[config.mk]
export PLATFORM = sky130hd
export DESIGN_NAME = dmac_wr_engine
export DESIGN_NICKNAME = d
export VERILOG_FILES = /design/src/rtl/dmac_pkg.sv /design/src/rtl/dmac_wr_engine.sv
export SDC_FILE = /design/constraint.sdc
export NUM_CORES = 1
export LEC_CHECK = 0
export BUFFER_PORTS_ARGS = -buffer_cell sky130_fd_sc_hd__buf_2
export CORE_MARGIN = 2
export CORE_UTILIZATION = 50
export DETAILED_ROUTE_END_ITERATION = 16
export HOLD_SLACK_MARGIN = 0.12
export PLACE_DENSITY = 0.86
export SETUP_SLACK_MARGIN = 0.3
export SLEW_MARGIN = 40
export SYNTH_ARGS = -nofsm -noshare
export SYNTH_HDL_FRONTEND = slang
export SYNTH_SLANG_ARGS = --single-unit
[constraint.sdc]
create_clock -name clk -period 2.3 [get_ports clk]
set_input_delay 0 -clock clk [delete_from_list [all_inputs] [get_ports clk]]
set_output_delay 0 -clock clk [all_outputs]
set_load 0.01 [all_outputs]
[src/rtl/dmac_pkg.sv]
// Shared types and AHB-Lite constants for the DMA write engine.
// State encoding plus the transfer-type and size codes it drives.
package dmac_pkg;

    typedef enum logic [2:0] {
        ST_IDLE = 3'd0,
        ST_WAIT = 3'd1,
        ST_ADDR = 3'd2,
        ST_DATA = 3'd3,
        ST_FIN  = 3'd4
    } state_t;

    localparam logic [1:0]  HTRANS_IDLE   = 2'b00;
    localparam logic [1:0]  HTRANS_NONSEQ = 2'b10;
    localparam logic [2:0]  HSIZE_WORD    = 3'b010;
    localparam logic [31:0] ADDR_STEP     = 32'd4;

endpackage

[src/rtl/dmac_wr_engine.sv]
// DMA write engine: pops words from a show-ahead FIFO and issues single AHB-Lite word writes.
// Latency: first NONSEQ 2 cycles after start, then one word per 2 cycles while the FIFO has data.
// Backpressure: waits in WAIT while the FIFO is empty; HREADY=0 stretches the address or data phase.
module dmac_wr_engine
    import dmac_pkg::*;
#(
    parameter int DW = 32,
    parameter int AW = 4
) (
    input  logic          clk,
    input  logic          rst,
    input  logic          start,
    input  logic          abort,
    input  logic [31:0]   dst_addr,
    input  logic [15:0]   xfer_cnt,
    input  logic          dst_incr,
    output logic          busy,
    output logic          done,
    output logic          error,
    output logic          fifo_rd,
    input  logic [DW-1:0] fifo_rdata,
    input  logic          fifo_empty,
    output logic [31:0]   HADDR,
    output logic [1:0]    HTRANS,
    output logic          HWRITE,
    output logic [2:0]    HSIZE,
    output logic [DW-1:0] HWDATA,
    input  logic          HREADY,
    input  logic          HRESP
);

    if (DW != 32 || AW < 1) begin : g_param_check
        $error("dmac_wr_engine: DW must be 32 and AW at least 1");
    end

    state_t        state;
    state_t        nxt;
    logic [15:0]   remaining;
    logic [31:0]   addr;
    logic          incr;
    logic [DW-1:0] data;

    assign HADDR  = addr;
    assign HWDATA = data;
    assign HSIZE  = HSIZE_WORD;

    // The pop coincides with the accepted address phase, so the head word is
    // captured and removed on the same edge.
    assign fifo_rd = (state == ST_ADDR) && HREADY && !fifo_empty && !rst;

    always_comb begin
        nxt = state;
        case (state)
            ST_IDLE: begin
                if (start) begin
                    nxt = (xfer_cnt == 16'd0) ? ST_FIN : ST_WAIT;
                end
            end
            ST_WAIT: begin
                if (abort) begin
                    nxt = ST_FIN;
                end else if (!fifo_empty) begin
                    nxt = ST_ADDR;
                end
            end
            // Abort is ignored here: an issued address phase cannot be retracted.
            ST_ADDR: begin
                if (HREADY) begin
                    nxt = ST_DATA;
                end
            end
            ST_DATA: begin
                if (HRESP) begin
                    if (HREADY) begin
                        nxt = ST_FIN;
                    end
                end else if (HREADY) begin
                    if (remaining == 16'd1 || abort) begin
                        nxt = ST_FIN;
                    end else if (!fifo_empty) begin
                        nxt = ST_ADDR;
                    end else begin
                        nxt = ST_WAIT;
                    end
                end
            end
            ST_FIN:  nxt = ST_IDLE;
            default: nxt = ST_IDLE;
        endcase
    end

    always_ff @(posedge clk) begin
        if (rst) begin
            state     <= ST_IDLE;
            remaining <= 16'd0;
            addr      <= 32'd0;
            incr      <= 1'b0;
            data      <= '0;
            error     <= 1'b0;
            busy      <= 1'b0;
            done      <= 1'b0;
            HTRANS    <= HTRANS_IDLE;
            HWRITE    <= 1'b0;
        end else begin
            state  <= nxt;
            busy   <= (nxt != ST_IDLE);
            done   <= (nxt == ST_FIN);
            HTRANS <= (nxt == ST_ADDR) ? HTRANS_NONSEQ : HTRANS_IDLE;
            HWRITE <= (nxt == ST_ADDR);

            if (state == ST_IDLE && start) begin
                addr      <= dst_addr;
                remaining <= xfer_cnt;
                incr      <= dst_incr;
                error     <= 1'b0;
            end

            if (fifo_rd) begin
                data <= fifo_rdata;
            end

            if (state == ST_DATA && HRESP) begin
                error <= 1'b1;
            end

            if (state == ST_DATA && HREADY && !HRESP) begin
                remaining <= remaining - 16'd1;
                if (incr) begin
                    addr <= addr + ADDR_STEP;
                end
            end
        end
    end

endmodule

## Yosys cells after proc, flatten, opt, wreduce, memory -nomap -nowiden

Cells that the tools add are included.

| storage, ports and cells | value |
|---|---|
| output and inout bits | 74 |
| flip-flop bits (word level) | 90 |

| cells by class | value |
|---|---|
| reductions and logical operators | 16 |
| $add $sub $neg | 2 |
| equal/unequal tests | 6 |
| mux-type cells | 19 |

Operators by type and width:

| cell | count |
|---|---|
| $mux 32 | 3 |
| $add 32x3->32 const B | 1 |
| $mux 16 | 2 |
| $mux 3 | 9 |
| $eq 16x1->1 const B | 1 |
| $logic_not 16->1 | 1 |
| $sub 16x1->16 const B | 1 |
| $pmux 3 s4 | 1 |
| $eq 3x2->1 const B | 3 |
| $logic_and 1x1->1 | 7 |
| $mux 2 | 2 |
| $reduce_bool 2->1 | 2 |
| $eq 3x1->1 const B | 1 |
| $eq 3x3->1 const B | 1 |
| $logic_not 1->1 | 3 |
| $logic_not 3->1 | 1 |
| $reduce_bool 3->1 | 1 |
| $mux 1 | 2 |
| $logic_or 1x1->1 | 1 |

## Longest topological paths before layout

Gate-level depths: netlist of the first run.

| logic depth | value |
|---|---|
| depth after elaboration | 8 |
| mapped depth | 8 |
| gate-level depth less buffers | 7 |

## Least setup slack after synthesis of the first run

No wires, ideal clock.

| timing | value |
|---|---|
| path type | register -> register |
| from | register addr[2] (netlist: HADDR[2]) |
| to | register addr[24] (netlist: HADDR[24]) |
| data required time | 2.197 ns |
| slack | 0.329 ns |
| arrival time | 1.868 ns |
| clock period less this slack | 1.971 ns |
| buffers on the path | 0 |
| cell stages (with the launch flop) | 7 |
| path through | dfxtp_1 > ha_1 > nand3_1 > or3_1 > o31ai_1 > a21oi_1 > a2111oi_2 |

| between the ends | value |
|---|---|
| longest elaborated chain between the ends | 3 |

RTL lines:

| element | line | source |
|---|---|---|
| start: declaration | dmac_wr_engine.sv:39 | `logic [31:0] addr;` |
| start signal: assignment | dmac_wr_engine.sv:112 | `addr <= dst_addr;` |
| start signal: assignment | dmac_wr_engine.sv:129 | `addr <= addr + ADDR_STEP;` |
| $add 32x3->32 | dmac_wr_engine.sv:129 |  |
| $mux 32 | dmac_wr_engine.sv:128 | `if (incr) begin` |
| $mux 32 | dmac_wr_engine.sv:126 | `if (state == ST_DATA && HREADY && !HRESP) begin` |

Every way passes these cells.
A chain may end at the register's enable or synchronous reset.

## Worst setup path after layout of the first run

| timing | value |
|---|---|
| from | register addr[9] (netlist: HADDR[9]) |
| to | register addr[17] (netlist: HADDR[17]) |

Same word-level chain as after synthesis.

==> results_tabular.tex, run 1 <==
\begin{tabular}{lr}
\hline
Metric & Value \\
\hline
\multicolumn{2}{l}{\textbf{Global routing}} \\
\quad Met3 usage in global routing & 8.27\% \\
\quad Number of antenna violations at the first check in global routing & 0 \\
\quad Met2 track utilization from global routing & 53.4\% \\
\quad Largest net degree at the start of global routing & 67 \\
\quad Number of global-route vias before repair & 5149 \\
\quad GR Overflow Total & 0 \\
\quad GRT Overall Usage & 31.6\% \\
\quad Global-route wire length before repair & 24800 um \\
\quad Grt peak-use layer & met2 \\
\quad Global Route met1 Usage & 37.3\% \\
\multicolumn{2}{l}{\textbf{Final layout}} \\
\quad Count of filler cells inserted in the layout & 569 \\
\quad Total Nets Final & 876 \\
\quad Leading cell types in the layout, fill and taps excluded & sky130\_fd\_sc\_hd\_\_buf\_2 (157), sky130\_fd\_sc\_hd\_\_dlygate4sd3\_1 (86), sky130\_fd\_sc\_hd\_\_nand2\_1 (81) \\
\quad Multi-input gate area & 0.00251 mm\^{}2 \\
\quad Number of cells in the finished layout apart from fillers & 898 \\
\quad Number of antenna cells inserted & 0 \\
\quad Share of cells above drive strength 1 & 30.1\% \\
\quad Area Overhead vs Synth & 48.3\% \\
\quad Seq. cell area & 0.00178 mm\^{}2 \\
\quad Most common library cell in the layout ignoring fill and taps & sky130\_fd\_sc\_hd\_\_buf\_2 \\
\multicolumn{2}{l}{\textbf{Routing}} \\
\quad First-pass iteration count of the detailed router & 9 \\
\quad Detail-routed via count per cell & 5.96 \\
\quad Routed wirelength normalized by instance count & 17.7 um \\
\quad Remaining antenna violation count after routing & 0 \\
\quad Total vias in the final route & 5352 \\
\quad Routed wire length & 15900 um \\
\quad Iteration-0 DRC Markers & 716 \\
\quad DRC & 0 \\
\multicolumn{2}{l}{\textbf{Yosys}} \\
\quad Post-synth EDFFs & 0 \\
\quad Top-area cell type share of the netlist area & 40.2\% \\
\quad Top FF cell, synth & sky130\_fd\_sc\_hd\_\_dfxtp\_1 \\
\quad Cell type with the largest total area after synthesis & sky130\_fd\_sc\_hd\_\_dfxtp\_1 \\
\quad Count of cell types in the netlist & 60 \\
\quad Post-Synthesis Cells & 551 \\
\quad Synthesized area divided by synthesized cell count & 7.96 um\^{}2 \\
\quad Sequential element share of the synthesized area & 40.2\% \\
\quad Post-synthesis sequential element count & 88 \\
\quad Cell area after synthesis & 0.00439 mm\^{}2 \\
\quad Biggest area contributors in the synthesized netlist & sky130\_fd\_sc\_hd\_\_dfxtp\_1 (40\%), sky130\_fd\_sc\_hd\_\_nand2\_1 (6.9\%), sky130\_fd\_sc\_hd\_\_o21ai\_0 (5.2\%) \\
\quad Post-synthesis async set-or-reset flop share & 0\% \\
\quad Count of yosys warnings during synthesis & 0 \\
\multicolumn{2}{l}{\textbf{Die}} \\
\quad Horizontal die dimension & 97.7 um \\
\quad Starting Density & 51.0\% \\
\quad Total number of placement rows & 34 \\
\quad Number of placed I/O pins & 162 \\
\quad Core area & 0.00859 mm\^{}2 \\
\quad Die Span Y & 97.7 um \\
\quad Die Outline Area & 0.00954 mm\^{}2 \\
\multicolumn{2}{l}{\textbf{Power}} \\
\quad Pwr Density & 568 mW/mm\^{}2 \\
\quad Leakage component of the power & 2.71 nW \\
\quad Peak VDD IR & 339 uV \\
\multicolumn{2}{l}{\textbf{Setup path}} \\
\quad Worst EP arrival & 2250 ps \\
\quad Worst path required time & 2590 ps \\
\quad Crit path kind & reg2reg \\
\quad CP max FO & 7 \\
\quad Capture instance of the worst register-to-register path & HADDR[17]\$\_SDFF\_PP0\_ \\
\quad Critical path endpoint category & register \\
\quad Type of element launching the critical path & register \\
\quad FF-to-FF setup slack & 330 ps \\
\quad Startpoint of the most critical register-to-register path & HADDR[9]\$\_SDFF\_PP0\_ \\
\quad Worst reg2reg path depth & 7 \\
\multicolumn{2}{l}{\textbf{STA}} \\
\quad Worst clock skew & 15.1 ps \\
\quad TNS Setup & 0 ps \\
\quad Final Hold Vio Count & 0 \\
\quad Setup repair after global routing missed its margin & false \\
\quad Min Clock Period, post-route & 1970 ps \\
\quad Final critical-path share of the clock period & 85.4\% \\
\quad Count of pins over their slew limit & 0 \\
\quad Finish-stage setup viols & 0 \\
\quad Fmax & 509 MHz \\
\multicolumn{2}{l}{\textbf{Clocking}} \\
\quad Clock root buffer & sky130\_fd\_sc\_hd\_\_clkbuf\_8 \\
\quad Clock slew seen by the registers of the worst setup and hold paths & 100 ps \\
\quad Clock tree from TritonCTS & yes \\
\quad Clock tree sinks & 88 \\
\quad Clk buf depth & 2 \\
\quad CTS Buf Count & 9 \\
\quad Clock latency of the later-clocked register in the worst-skew pair & 370 ps \\
\quad \# H-tree levels & 3 \\
\multicolumn{2}{l}{\textbf{Place}} \\
\quad Global placer's final weighted congestion & 0.921 \\
\quad HPWL after detailed placement & 9110 um \\
\quad Number of buffers added on ports & 157 \\
\quad Placed cell count & 791 \\
\multicolumn{2}{l}{\textbf{Hold path}} \\
\quad Worst hold path startpoint & HREADY \\
\quad WHS Path Cells & 4 \\
\quad Endpoint, Worst Hold & state[1]\$\_SDFF\_PP0\_ \\
\quad Worst hold-check path type & in2reg \\
\multicolumn{2}{l}{\textbf{Flow run}} \\
\quad Maxcap violations & 0 \\
\multicolumn{2}{l}{\textbf{Run status}} \\
\quad Result of the run & completed \\
\hline
\end{tabular}
metrics by stage:
step	setup slack (ps)	utilization [%]	total power [mW]	area (um^2)	hold WS, ps
3_3_place_gp	334	61.2	2.20	5260	193
2_1_floorplan	329	-	2.00	4390	109
4_1_cts	286	74.4	3.65	6390	121
5_1_grt	229	75.7	3.83	6510	166
3_5_place_dp	225	61.2	2.22	5260	200
6_report	335	75.7	3.69	6510	130
how the worst max path moves through the flow:
| stage | start | to | slack, ps |
|---|---|---|---|
| after floorplan | HADDR[2]$_SDFF_PP0_ | HADDR[24]$_SDFF_PP0_ | 330 |
| after global placement | HADDR[2]$_SDFF_PP0_ | HADDR[22]$_SDFF_PP0_ | 330 |
| after detailed placement | HADDR[2]$_SDFF_PP0_ | HADDR[24]$_SDFF_PP0_ | 230 |
| after CTS | HADDR[2]$_SDFF_PP0_ | HADDR[24]$_SDFF_PP0_ | 290 |
| after global routing | HADDR[8]$_SDFF_PP0_ | HADDR[18]$_SDFF_PP0_ | 230 |
| final | HADDR[9]$_SDFF_PP0_ | HADDR[17]$_SDFF_PP0_ | 330 |
cell type report:
type	count	area share, %
multi-input cells	421	38.6
repair buffers	261	27.9
flip-flops and latches	88	27.4
well taps	108	2.08
clock inverters	7	1.94
clock buffers	9	1.90
inverters	4	0.231
cells in the mapped netlist (12+ instances only):
cell type                  count
sky130_fd_sc_hd__a21oi_1      29
sky130_fd_sc_hd__a31oi_1      23
sky130_fd_sc_hd__clkbuf_1     19
sky130_fd_sc_hd__dfxtp_1      88
sky130_fd_sc_hd__nand2_1      81
sky130_fd_sc_hd__nand2b_1     33
sky130_fd_sc_hd__nand3_1      26
sky130_fd_sc_hd__nand4_1      13
sky130_fd_sc_hd__nor2_1       36
sky130_fd_sc_hd__nor3_1       12
sky130_fd_sc_hd__nor4_1       13
sky130_fd_sc_hd__o21ai_0      46
power by group:
part / switching [mW] / internal [mW]
combinational: 0.315 / 0.328
sequential: 0.109 / 1.60
clock: 0.603 / 0.737
routing by layer:
| layer | part of all wire [%] | up-vias |
|---|---|---|
| met4 | 4.4 | 0 |
| met2 | 48 | 361 |
| met1 | 38 | 2422 |
| li1 | - | 2487 |
| met3 | 10 | 82 |
| met5 | 0 | - |
worst max-delay path: stages (launching register included):
cell,delay (ps)
sky130_fd_sc_hd__dfxtp_2,430
sky130_fd_sc_hd__nand3_1,220
sky130_fd_sc_hd__nor4_4,290
sky130_fd_sc_hd__buf_4,180
sky130_fd_sc_hd__buf_4,160
sky130_fd_sc_hd__nand3_1,70
sky130_fd_sc_hd__or3_1,330
sky130_fd_sc_hd__a31oi_1,180
cell families after synthesis:
kind of cell	after synthesis	share of synthesized area [%]
fa+ha+maj	3	0.856
other cells	2	0.171
flops	88	40.2
compound gates	146	21.3
buf+inv	44	4.76
simple gates	263	31.6
mux	4	0.970
xor+xnor	1	0.200
sequential cells by signal, summed over array words and instances (netlist names):
register,count
busy,1
HWDATA,32
error,1
incr,1
remaining,16
done,1
HTRANS,1
state,3
HADDR,32
what timing repair did:
item | 4_1_cts | 5_1_grt
setup endpoints to repair | 7 | 31
pin swaps | 0 | 9
endpoints found under the hold margin | 85 | 0
hold buffers | 86 | 0
resized for setup | 5 | 29
setup buffers | 0 | 5
No activity file was read; power rests on OpenSTA's default activity.
==> run 2, diff against run 1 <==
- CORE_MARGIN: 2 -> not set
==> run 2 against run 1 <==
Largest cell class unchanged; via count fell by 0.26%; largest power group unchanged; sequential power is essentially flat; highest routed layer unchanged; power fell by 9.3%; non-clock buffer count decreased by 4; register-to-register slack got worse by 40 ps; combinational power increased by 0.8%; critical path depth shrank 2; die area decreased by 4.1%.
==> results_tabular.tex, run 2 (same netlist as run 1, synthesis figures left out) <==
\begin{tabular}{lr}
\hline
Metric & Value \\
\hline
\multicolumn{2}{l}{\textbf{Clocking}} \\
\quad Clk buf depth & 2 (unchanged) \\
\quad Clock root buffer & sky130\_fd\_sc\_hd\_\_clkbuf\_8 (unchanged) \\
\quad Clock slew seen by the registers of the worst setup and hold paths & 90 ps (was 100 ps) \\
\quad Clock tree sinks & 88 (unchanged) \\
\quad Clock latency of the later-clocked register in the worst-skew pair & 360 ps (was 370 ps) \\
\quad Clock tree from TritonCTS & yes (unchanged) \\
\quad CTS Buf Count & 9 (unchanged) \\
\quad \# H-tree levels & 3 (unchanged) \\
\multicolumn{2}{l}{\textbf{Die}} \\
\quad Die Span Y & 95.7 um (was 97.7 um) \\
\quad Total number of placement rows & 33 (was 34) \\
\quad Die Outline Area & 0.00915 mm\^{}2 (was 0.00954 mm\^{}2) \\
\quad Core area & 0.00834 mm\^{}2 (was 0.00859 mm\^{}2) \\
\quad Horizontal die dimension & 95.7 um (was 97.7 um) \\
\quad Starting Density & 52.6\% (was 51.0\%) \\
\quad Number of placed I/O pins & 162 (unchanged) \\
\multicolumn{2}{l}{\textbf{Place}} \\
\quad Post-DP Area & 0.00526 mm\^{}2 (about the same) \\
\quad Setup slack at placement & 98.8 ps (was 225 ps) \\
\quad Placed cell count & 789 (was 791) \\
\quad Number of buffers added on ports & 157 (unchanged) \\
\quad HPWL after detailed placement & 9030 um (was 9110 um) \\
\quad Global placer's final weighted congestion & 0.931 (was 0.921) \\
\multicolumn{2}{l}{\textbf{Setup path}} \\
\quad Critical path endpoint category & register (unchanged) \\
\quad Type of element launching the critical path & register (unchanged) \\
\quad FF-to-FF setup slack & 290 ps (was 330 ps) \\
\quad Worst path required time & 2570 ps (was 2590 ps) \\
\quad CP max FO & 6 (was 7) \\
\quad Crit path kind & reg2reg (unchanged) \\
\quad Worst EP arrival & 2270 ps (was 2250 ps) \\
\multicolumn{2}{l}{\textbf{Final layout}} \\
\quad Count of filler cells inserted in the layout & 546 (was 569) \\
\quad Total Nets Final & 872 (was 876) \\
\quad Number of antenna cells inserted & 0 (unchanged) \\
\quad Share of cells above drive strength 1 & 28.2\% (was 30.1\%) \\
\quad Number of cells in the finished layout apart from fillers & 891 (was 898) \\
\quad Utilization after layout & 76.5\% (was 75.7\%) \\
\quad Leading cell types in the layout, fill and taps excluded & sky130\_fd\_sc\_hd\_\_buf\_2 (157), sky130\_fd\_sc\_hd\_\_dlygate4sd3\_1 (86), sky130\_fd\_sc\_hd\_\_dfxtp\_1 (83) (was sky130\_fd\_sc\_hd\_\_buf\_2 (157), sky130\_fd\_sc\_hd\_\_dlygate4sd3\_1 (86), sky130\_fd\_sc\_hd\_\_nand2\_1 (81)) \\
\quad Most common library cell in the layout ignoring fill and taps & sky130\_fd\_sc\_hd\_\_buf\_2 (unchanged) \\
\quad Final design instance area without fill & 0.00638 mm\^{}2 (was 0.00651 mm\^{}2) \\
\quad Area Overhead vs Synth & 45.5\% (was 48.3\%) \\
\multicolumn{2}{l}{\textbf{Global routing}} \\
\quad GR Overflow Total & 0 (unchanged) \\
\quad Number of antenna violations at the first check in global routing & 0 (unchanged) \\
\quad Largest net degree at the start of global routing & 66 (was 67) \\
\quad Number of global-route vias before repair & 5134 (was 5149) \\
\quad Global-route wire length before repair & 23900 um (was 24800 um) \\
\quad GRT Overall Usage & 33.5\% (was 31.6\%) \\
\multicolumn{2}{l}{\textbf{Routing}} \\
\quad Remaining antenna violation count after routing & 0 (unchanged) \\
\quad Routed wirelength normalized by instance count & 17.4 um (was 17.7 um) \\
\quad Routed wire length & 15500 um (was 15900 um) \\
\quad First-pass iteration count of the detailed router & 8 (was 9) \\
\quad Iteration-0 DRC Markers & 537 (was 716) \\
\quad Total vias in the final route & 5338 (was 5352) \\
\quad Detail-routed via count per cell & 5.99 (was 5.96) \\
\quad DRC & 0 (unchanged) \\
\multicolumn{2}{l}{\textbf{STA}} \\
\quad TNS Setup & 0 ps (unchanged) \\
\quad Setup repair after global routing missed its margin & true (was false) \\
\quad Fmax & 498 MHz (was 509 MHz) \\
\quad Min Clock Period, post-route & 2010 ps (was 1970 ps) \\
\quad Headroom to the max-slew limit & 65.9\% \\
\quad Slew at the pin with the worst max-slew slack & 507 ps \\
\quad Count of pins over their slew limit & 0 (unchanged) \\
\quad Worst slack on hold paths & 147 ps (was 130 ps) \\
\quad Worst clock skew & 7.58 ps (was 15.1 ps) \\
\quad Final critical-path share of the clock period & 87.3\% (was 85.4\%) \\
\quad Finish-stage setup viols & 0 (unchanged) \\
\quad Final Worst Setup Slack & 292 ps (was 335 ps) \\
\quad Final Hold Vio Count & 0 (unchanged) \\
\multicolumn{2}{l}{\textbf{Power}} \\
\quad Peak VDD IR & 354 uV (was 339 uV) \\
\quad Leakage component of the power & 2.66 nW (was 2.71 nW) \\
\quad Pwr Density & 525 mW/mm\^{}2 (was 568 mW/mm\^{}2) \\
\quad Total Power Consumption & 3.35 mW (was 3.69 mW) \\
\multicolumn{2}{l}{\textbf{Run status}} \\
\quad Result of the run & completed (unchanged) \\
\multicolumn{2}{l}{\textbf{Hold path}} \\
\quad Worst hold-check path type & in2reg (unchanged) \\
\multicolumn{2}{l}{\textbf{Flow run}} \\
\quad Maxcap violations & 0 (unchanged) \\
\hline
\end{tabular}
[run 2: what timing repair did]
| action | CTS | global route |
|---|---|---|
| endpoints found under the hold margin | 85 | 0 |
| endpoints found under the setup margin | 9 | 22 |
| pin swaps | 0 | 1 |
| gates resized for setup | 7 | 15 |
| setup buffers | 0 | 0 |
| hold buffers | 86 | 0 |
| gates cloned | 0 | 0 |
[run 2: critical path, stage by stage (launching register included)]
cell	delay, ps
sky130_fd_sc_hd__dfxtp_1	490
sky130_fd_sc_hd__nand4_1	230
sky130_fd_sc_hd__or3_4	500
sky130_fd_sc_hd__o31ai_1	290
sky130_fd_sc_hd__a21oi_1	140
sky130_fd_sc_hd__a2111oi_2	270
[run 2: worst paths after layout]
kind	start	to	depth (start not counted)
setup / recovery	HADDR[10]$_SDFF_PP0_	HADDR[24]$_SDFF_PP0_	5
hold / removal	HREADY	state[1]$_SDFF_PP0_	4
setup reg to reg	HADDR[10]$_SDFF_PP0_	HADDR[24]$_SDFF_PP0_	5
hold reg to reg	HADDR[0]$_SDFFE_PP0P_	HADDR[0]$_SDFFE_PP0P_	2
[run 2: cell type report]
class | instances | area (um^2) | share of cell area (%)
Multi-Input combinational cell | 421 | 2510 | 39.3
Tap cell | 105 | 131 | 2.06
Sequential cell | 88 | 1770 | 27.7
Inverter | 4 | 15.0 | 0.235
Clock buffer | 10 | 128 | 2.00
Timing Repair Buffer | 257 | 1780 | 27.9
Clock inverter | 6 | 50.0 | 0.784
[run 2: layer usage]
metal,GRT usage (%),share of wire [%]
met3,7.66,9.7
met4,15.4,3.6
met5,0,0
met1,39.2,39
met2,57.9,48
[run 2: power by group]
part | switching (mW) | internal, mW | total (mW) | leakage, nW
combinational | 0.322 | 0.326 | 0.648 | 1.86
sequential | 0.100 | 1.60 | 1.70 | 0.720
clock | 0.594 | 0.407 | 1.00 | 0.0839
==> run 3, diff against run 2 <==
- ABC_AREA: not set -> 1
- CORE_UTILIZATION: 50 -> 55
- PLACE_DENSITY: 0.86 -> 0.91
- clock period: 2.3 -> 2.5 ns (I/O delays scaled with it)
==> run 3 against run 2 <==
First-iteration DRC count shrank 0.37%; wire length grew 6.0%; non-clock buffer count shrank 6; maximum frequency shrank 8.6%; sequential share of layout area shrank 1.8 points; worst hold slack gained 9.0 ps; combinational power grew 4.2%; global-route usage grew 1.8 points; power grew 0.20%; clock-buffer cell count grew 1; utilization grew 1.8 points; largest cell class unchanged; highest routed layer unchanged.
==> results_tabular.tex, run 3 <==
\begin{tabular}{lr}
\hline
Metric & Value \\
\hline
\multicolumn{2}{l}{\textbf{Run status}} \\
\quad Result of the run & completed (unchanged) \\
\multicolumn{2}{l}{\textbf{STA}} \\
\quad Setup repair after global routing missed its margin & true (unchanged) \\
\quad Worst clock skew & 11.1 ps (was 7.58 ps) \\
\quad Final critical-path share of the clock period & 87.8\% (was 87.3\%) \\
\quad TNS Setup & 0 ps (unchanged) \\
\quad Fmax & 455 MHz (was 498 MHz) \\
\quad Slew at the pin with the worst max-slew slack & 673 ps (was 507 ps) \\
\quad Count of pins over their slew limit & 0 (unchanged) \\
\quad Headroom to the max-slew limit & 55.1\% (was 65.9\%) \\
\quad Final Worst Setup Slack & 304 ps (was 292 ps) \\
\quad Min Clock Period, post-route & 2200 ps (was 2010 ps) \\
\quad Finish-stage setup viols & 0 (unchanged) \\
\quad Worst slack on hold paths & 156 ps (was 147 ps) \\
\quad Final Hold Vio Count & 0 (unchanged) \\
\multicolumn{2}{l}{\textbf{Place}} \\
\quad Number of buffers added on ports & 157 (unchanged) \\
\quad Global placer's final weighted congestion & 0.948 (was 0.931) \\
\quad HPWL after detailed placement & 9500 um (was 9030 um) \\
\quad Setup slack at placement & 662 ps (was 98.8 ps) \\
\multicolumn{2}{l}{\textbf{Setup path}} \\
\quad Crit path kind & reg2reg (unchanged) \\
\quad Startpoint of the most critical register-to-register path & state[1]\$\_SDFF\_PP0\_ (was HADDR[10]\$\_SDFF\_PP0\_) \\
\quad Critical path's slowest cell & sky130\_fd\_sc\_hd\_\_dlygate4sd3\_1 (was sky130\_fd\_sc\_hd\_\_or3\_4) \\
\quad FF-to-FF setup slack & 300 ps (was 290 ps) \\
\quad Critical path depth & 9 (was 5) \\
\quad Cell chain of the critical path & nor2\_1 > nand3\_1 > clkinvlp\_4 > buf\_12 > nand2\_1 > o21ai\_0 > a21oi\_1 > nor2\_1 > dlygate4sd3\_1 (was nand4\_1 > or3\_4 > o31ai\_1 > a21oi\_1 > a2111oi\_2) \\
\quad Worst path required time & 2750 ps (was 2570 ps) \\
\quad Buffering stage count on the worst path with inverters included & 3 (was 0) \\
\quad Critical path endpoint category & register (unchanged) \\
\quad Type of element launching the critical path & register (unchanged) \\
\quad Peak per-stage delay on the critical path & 550 ps (was 500 ps) \\
\quad Worst EP arrival & 2450 ps (was 2270 ps) \\
\quad CP max FO & 42 (was 6) \\
\quad Worst reg2reg path depth & 9 (was 5) \\
\quad Setup crit start & state[1]\$\_SDFF\_PP0\_ (was HADDR[10]\$\_SDFF\_PP0\_) \\
\quad Most used cell, CP & sky130\_fd\_sc\_hd\_\_nor2\_1 \\
\quad Top cell family by delay on the critical path & buffers and inverters (was simple AND/OR/NAND/NOR gates) \\
\quad Capture instance of the worst register-to-register path & remaining[1]\$\_SDFFE\_PP0P\_ (was HADDR[24]\$\_SDFF\_PP0\_) \\
\multicolumn{2}{l}{\textbf{Routing}} \\
\quad Routed wire length & 16400 um (was 15500 um) \\
\quad Total vias in the final route & 6062 (was 5338) \\
\quad Detail-routed via count per cell & 5.44 (was 5.99) \\
\quad First-pass iteration count of the detailed router & 7 (was 8) \\
\quad DRC & 0 (unchanged) \\
\quad Routed wirelength normalized by instance count & 14.7 um (was 17.4 um) \\
\quad Remaining antenna violation count after routing & 0 (unchanged) \\
\quad Iteration-0 DRC Markers & 535 (was 537) \\
\multicolumn{2}{l}{\textbf{Hold path}} \\
\quad WHS Path Cells & 5 (was 4) \\
\quad Endpoint, Worst Hold & state[2]\$\_SDFF\_PP0\_ (was state[1]\$\_SDFF\_PP0\_) \\
\quad Worst hold path startpoint & abort (was HREADY) \\
\quad Worst hold-check path type & in2reg (unchanged) \\
\multicolumn{2}{l}{\textbf{Global routing}} \\
\quad GR Overflow Total & 0 (unchanged) \\
\quad GRT Overall Usage & 35.3\% (was 33.5\%) \\
\quad Number of antenna violations at the first check in global routing & 0 (unchanged) \\
\quad Global-route wire length before repair & 25200 um (was 23900 um) \\
\quad Largest net degree at the start of global routing & 66 (unchanged) \\
\quad Number of global-route vias before repair & 5600 (was 5134) \\
\multicolumn{2}{l}{\textbf{Die}} \\
\quad Die Outline Area & 0.00928 mm\^{}2 (was 0.00915 mm\^{}2) \\
\quad Die Span Y & 96.4 um (was 95.7 um) \\
\quad Number of placed I/O pins & 162 (unchanged) \\
\quad Horizontal die dimension & 96.4 um (was 95.7 um) \\
\quad Total number of placement rows & 34 (was 33) \\
\quad Starting Density & 56.4\% (was 52.6\%) \\
\quad Core area & 0.00868 mm\^{}2 (was 0.00834 mm\^{}2) \\
\multicolumn{2}{l}{\textbf{Final layout}} \\
\quad Number of antenna cells inserted & 0 (unchanged) \\
\quad Leading cell types in the layout, fill and taps excluded & sky130\_fd\_sc\_hd\_\_nand2\_1 (240), sky130\_fd\_sc\_hd\_\_buf\_2 (157), sky130\_fd\_sc\_hd\_\_dfxtp\_1 (88) (was sky130\_fd\_sc\_hd\_\_buf\_2 (157), sky130\_fd\_sc\_hd\_\_dlygate4sd3\_1 (86), sky130\_fd\_sc\_hd\_\_dfxtp\_1 (83)) \\
\quad Total Nets Final & 1093 (was 872) \\
\quad Share of cells above drive strength 1 & 19.8\% (was 28.2\%) \\
\quad Most common library cell in the layout ignoring fill and taps & sky130\_fd\_sc\_hd\_\_nand2\_1 (was sky130\_fd\_sc\_hd\_\_buf\_2) \\
\quad Area Overhead vs Synth & 38.8\% (was 45.5\%) \\
\multicolumn{2}{l}{\textbf{Yosys}} \\
\quad Post-synthesis sequential element count & 88 (unchanged) \\
\quad Top-area cell type share of the netlist area & 36.0\% (was 40.2\%) \\
\quad Fraction of the mapped netlist area in adder cells & 0.767\% (was 0.856\%) \\
\quad Cell type with the largest total area after synthesis & sky130\_fd\_sc\_hd\_\_dfxtp\_1 (unchanged) \\
\quad Post-synth EDFFs & 0 (unchanged) \\
\quad Simple-gate portion of the synthesized area & 34.0\% (was 31.6\%) \\
\quad Multiplexer fraction of the synthesized cell area & 0\% (was 0.970\%) \\
\quad Top FF cell, synth & sky130\_fd\_sc\_hd\_\_dfxtp\_1 (unchanged) \\
\quad Most common cell in the netlist & sky130\_fd\_sc\_hd\_\_nand2\_1 (was sky130\_fd\_sc\_hd\_\_dfxtp\_1) \\
\quad Post-synthesis async set-or-reset flop share & 0\% (unchanged) \\
\quad Sequential element share of the synthesized area & 36.0\% (was 40.2\%) \\
\quad Largest family of logic cells by synthesized area & simple AND/OR/NAND/NOR gates (unchanged) \\
\quad Synthesized area divided by synthesized cell count & 6.31 um\^{}2 (was 7.96 um\^{}2) \\
\quad XOR/XNOR Fraction of Synth Area & 1.25\% (was 0.200\%) \\
\quad Biggest area contributors in the synthesized netlist & sky130\_fd\_sc\_hd\_\_dfxtp\_1 (36\%), sky130\_fd\_sc\_hd\_\_nand2\_1 (18\%), sky130\_fd\_sc\_hd\_\_o21ai\_0 (8.4\%) (was sky130\_fd\_sc\_hd\_\_dfxtp\_1 (40\%), sky130\_fd\_sc\_hd\_\_nand2\_1 (6.9\%), sky130\_fd\_sc\_hd\_\_o21ai\_0 (5.2\%)) \\
\quad Most instantiated cells after synthesis & sky130\_fd\_sc\_hd\_\_nand2\_1 (241), sky130\_fd\_sc\_hd\_\_dfxtp\_1 (88), sky130\_fd\_sc\_hd\_\_inv\_1 (84), sky130\_fd\_sc\_hd\_\_o21ai\_0 (82), sky130\_fd\_sc\_hd\_\_nor2\_1 (75) (was sky130\_fd\_sc\_hd\_\_dfxtp\_1 (88), sky130\_fd\_sc\_hd\_\_nand2\_1 (81), sky130\_fd\_sc\_hd\_\_o21ai\_0 (46), sky130\_fd\_sc\_hd\_\_nor2\_1 (36), sky130\_fd\_sc\_hd\_\_nand2b\_1 (33)) \\
\quad Post-Synthesis Cells & 776 (was 551) \\
\quad Area fraction in compound gates after synthesis & 16.8\% (was 21.3\%) \\
\quad Count of yosys warnings during synthesis & 0 (unchanged) \\
\quad Count of cell types in the netlist & 35 (was 60) \\
\quad Cell area after synthesis & 0.00490 mm\^{}2 (was 0.00439 mm\^{}2) \\
\multicolumn{2}{l}{\textbf{Power}} \\
\quad Leakage component of the power & 3.17 nW (was 2.66 nW) \\
\quad Pwr Density & 494 mW/mm\^{}2 (was 525 mW/mm\^{}2) \\
\quad Peak VDD IR & 233 uV (was 354 uV) \\
\quad Total Power Consumption & 3.36 mW (was 3.35 mW) \\
\multicolumn{2}{l}{\textbf{Clocking}} \\
\quad Clk buf depth & 2 (unchanged) \\
\quad Clock tree from TritonCTS & yes (unchanged) \\
\quad Clock tree sinks & 88 (unchanged) \\
\quad Buffer count from post-CTS setup fixing & 0 (unchanged) \\
\quad Clock root buffer & sky130\_fd\_sc\_hd\_\_clkbuf\_8 (unchanged) \\
\quad \# H-tree levels & 3 (unchanged) \\
\quad CTS Buf Count & 9 (unchanged) \\
\quad Clock latency of the later-clocked register in the worst-skew pair & 360 ps (about the same) \\
\quad Clock slew seen by the registers of the worst setup and hold paths & 90 ps (about the same) \\
\multicolumn{2}{l}{\textbf{Flow run}} \\
\quad Maxcap violations & 0 (unchanged) \\
\hline
\end{tabular}
==> run 3: cell types whose count changed in the layout (fill, tap and decap cells not counted), moves of 8 or more <==
cell / before / now
sky130_fd_sc_hd__nor4_1: 11 / 0
sky130_fd_sc_hd__a21oi_1: 29 / 46
sky130_fd_sc_hd__nor3_1: 8 / 17
sky130_fd_sc_hd__nor2_1: 36 / 74
sky130_fd_sc_hd__nand2_1: 81 / 240
sky130_fd_sc_hd__a31oi_1: 23 / 8
sky130_fd_sc_hd__inv_1: 4 / 84
sky130_fd_sc_hd__o21ai_0: 46 / 82
sky130_fd_sc_hd__nand3_1: 24 / 46
sky130_fd_sc_hd__nand2b_1: 33 / 0
sky130_fd_sc_hd__or3_1: 8 / 0
==> run 3: worst max-delay path by stage <==
stage                                            to  slack (ps)
after global routing      remaining[1]$_SDFFE_PP0P_         180
after detailed placement       HADDR[24]$_SDFF_PP0_         660
after floorplan                HADDR[24]$_SDFF_PP0_         880
after global placement         HADDR[24]$_SDFF_PP0_         780
final                     remaining[1]$_SDFFE_PP0P_         300
after CTS                 remaining[1]$_SDFFE_PP0P_         320
==> run 3: tightest hold or removal path: stages <==
cell,delay (ps)
sky130_fd_sc_hd__buf_2,130
sky130_fd_sc_hd__nand3_1,80
sky130_fd_sc_hd__nand2_1,90
sky130_fd_sc_hd__o21ai_0,120
sky130_fd_sc_hd__inv_1,70
==> run 3: layer usage <==
layer / share of wire [%] / track usage, % / vias to the layer above
met3: 9.8 / 7.19 / 80
met5: 0 / 0 / -
met4: 5.3 / 24.5 / 0
met1: 39 / 40.7 / 2638
li1: - / - / 2939
met2: 46 / 58.3 / 405
==> run 3: repair_timing <==
item                                    CTS  global route
endpoints found under the setup margin    0             2
gates resized for setup                   0             4
hold buffers                             87             0
endpoints found under the hold margin    86             0
==> run 3: cell type report <==
cell class | instances | area, um^2
Fill cell | 616 | 1880
Multi-Input combinational cell | 565 | 2610
Tap cell | 108 | 135
Clock buffer | 11 | 151
Timing Repair Buffer | 251 | 1730
Inverter | 87 | 330
Sequential cell | 88 | 1760
Clock inverter | 5 | 78.8
==> run 3: logic make-up (layout without fill, tap and decap cells) <==
group,after synthesis,in the layout
AOI/OAI and AO/OA,150,150
xor gates and xnor gates,7,7
adders and majority gates,3,3
buffers and inverters,125,354
DFF,88,88
other,2,4
and+or+nand+nor,401,401
==> run 3: power breakdown <==
group	internal [mW]	switching [mW]	leakage, nW
clock	0.617	0.520	0.119
combinational	0.306	0.369	2.34
sequential	1.47	0.0753	0.718
==> run 3: stage by stage <==
stage	area, um^2	cells	util [%]
floorplan	4900	778	-
detailed placement	5680	1012	65.5
global placement	5680	1012	65.5
finish	6800	1115	78.3
CTS	6780	1115	78.2
global route	6800	1115	78.3
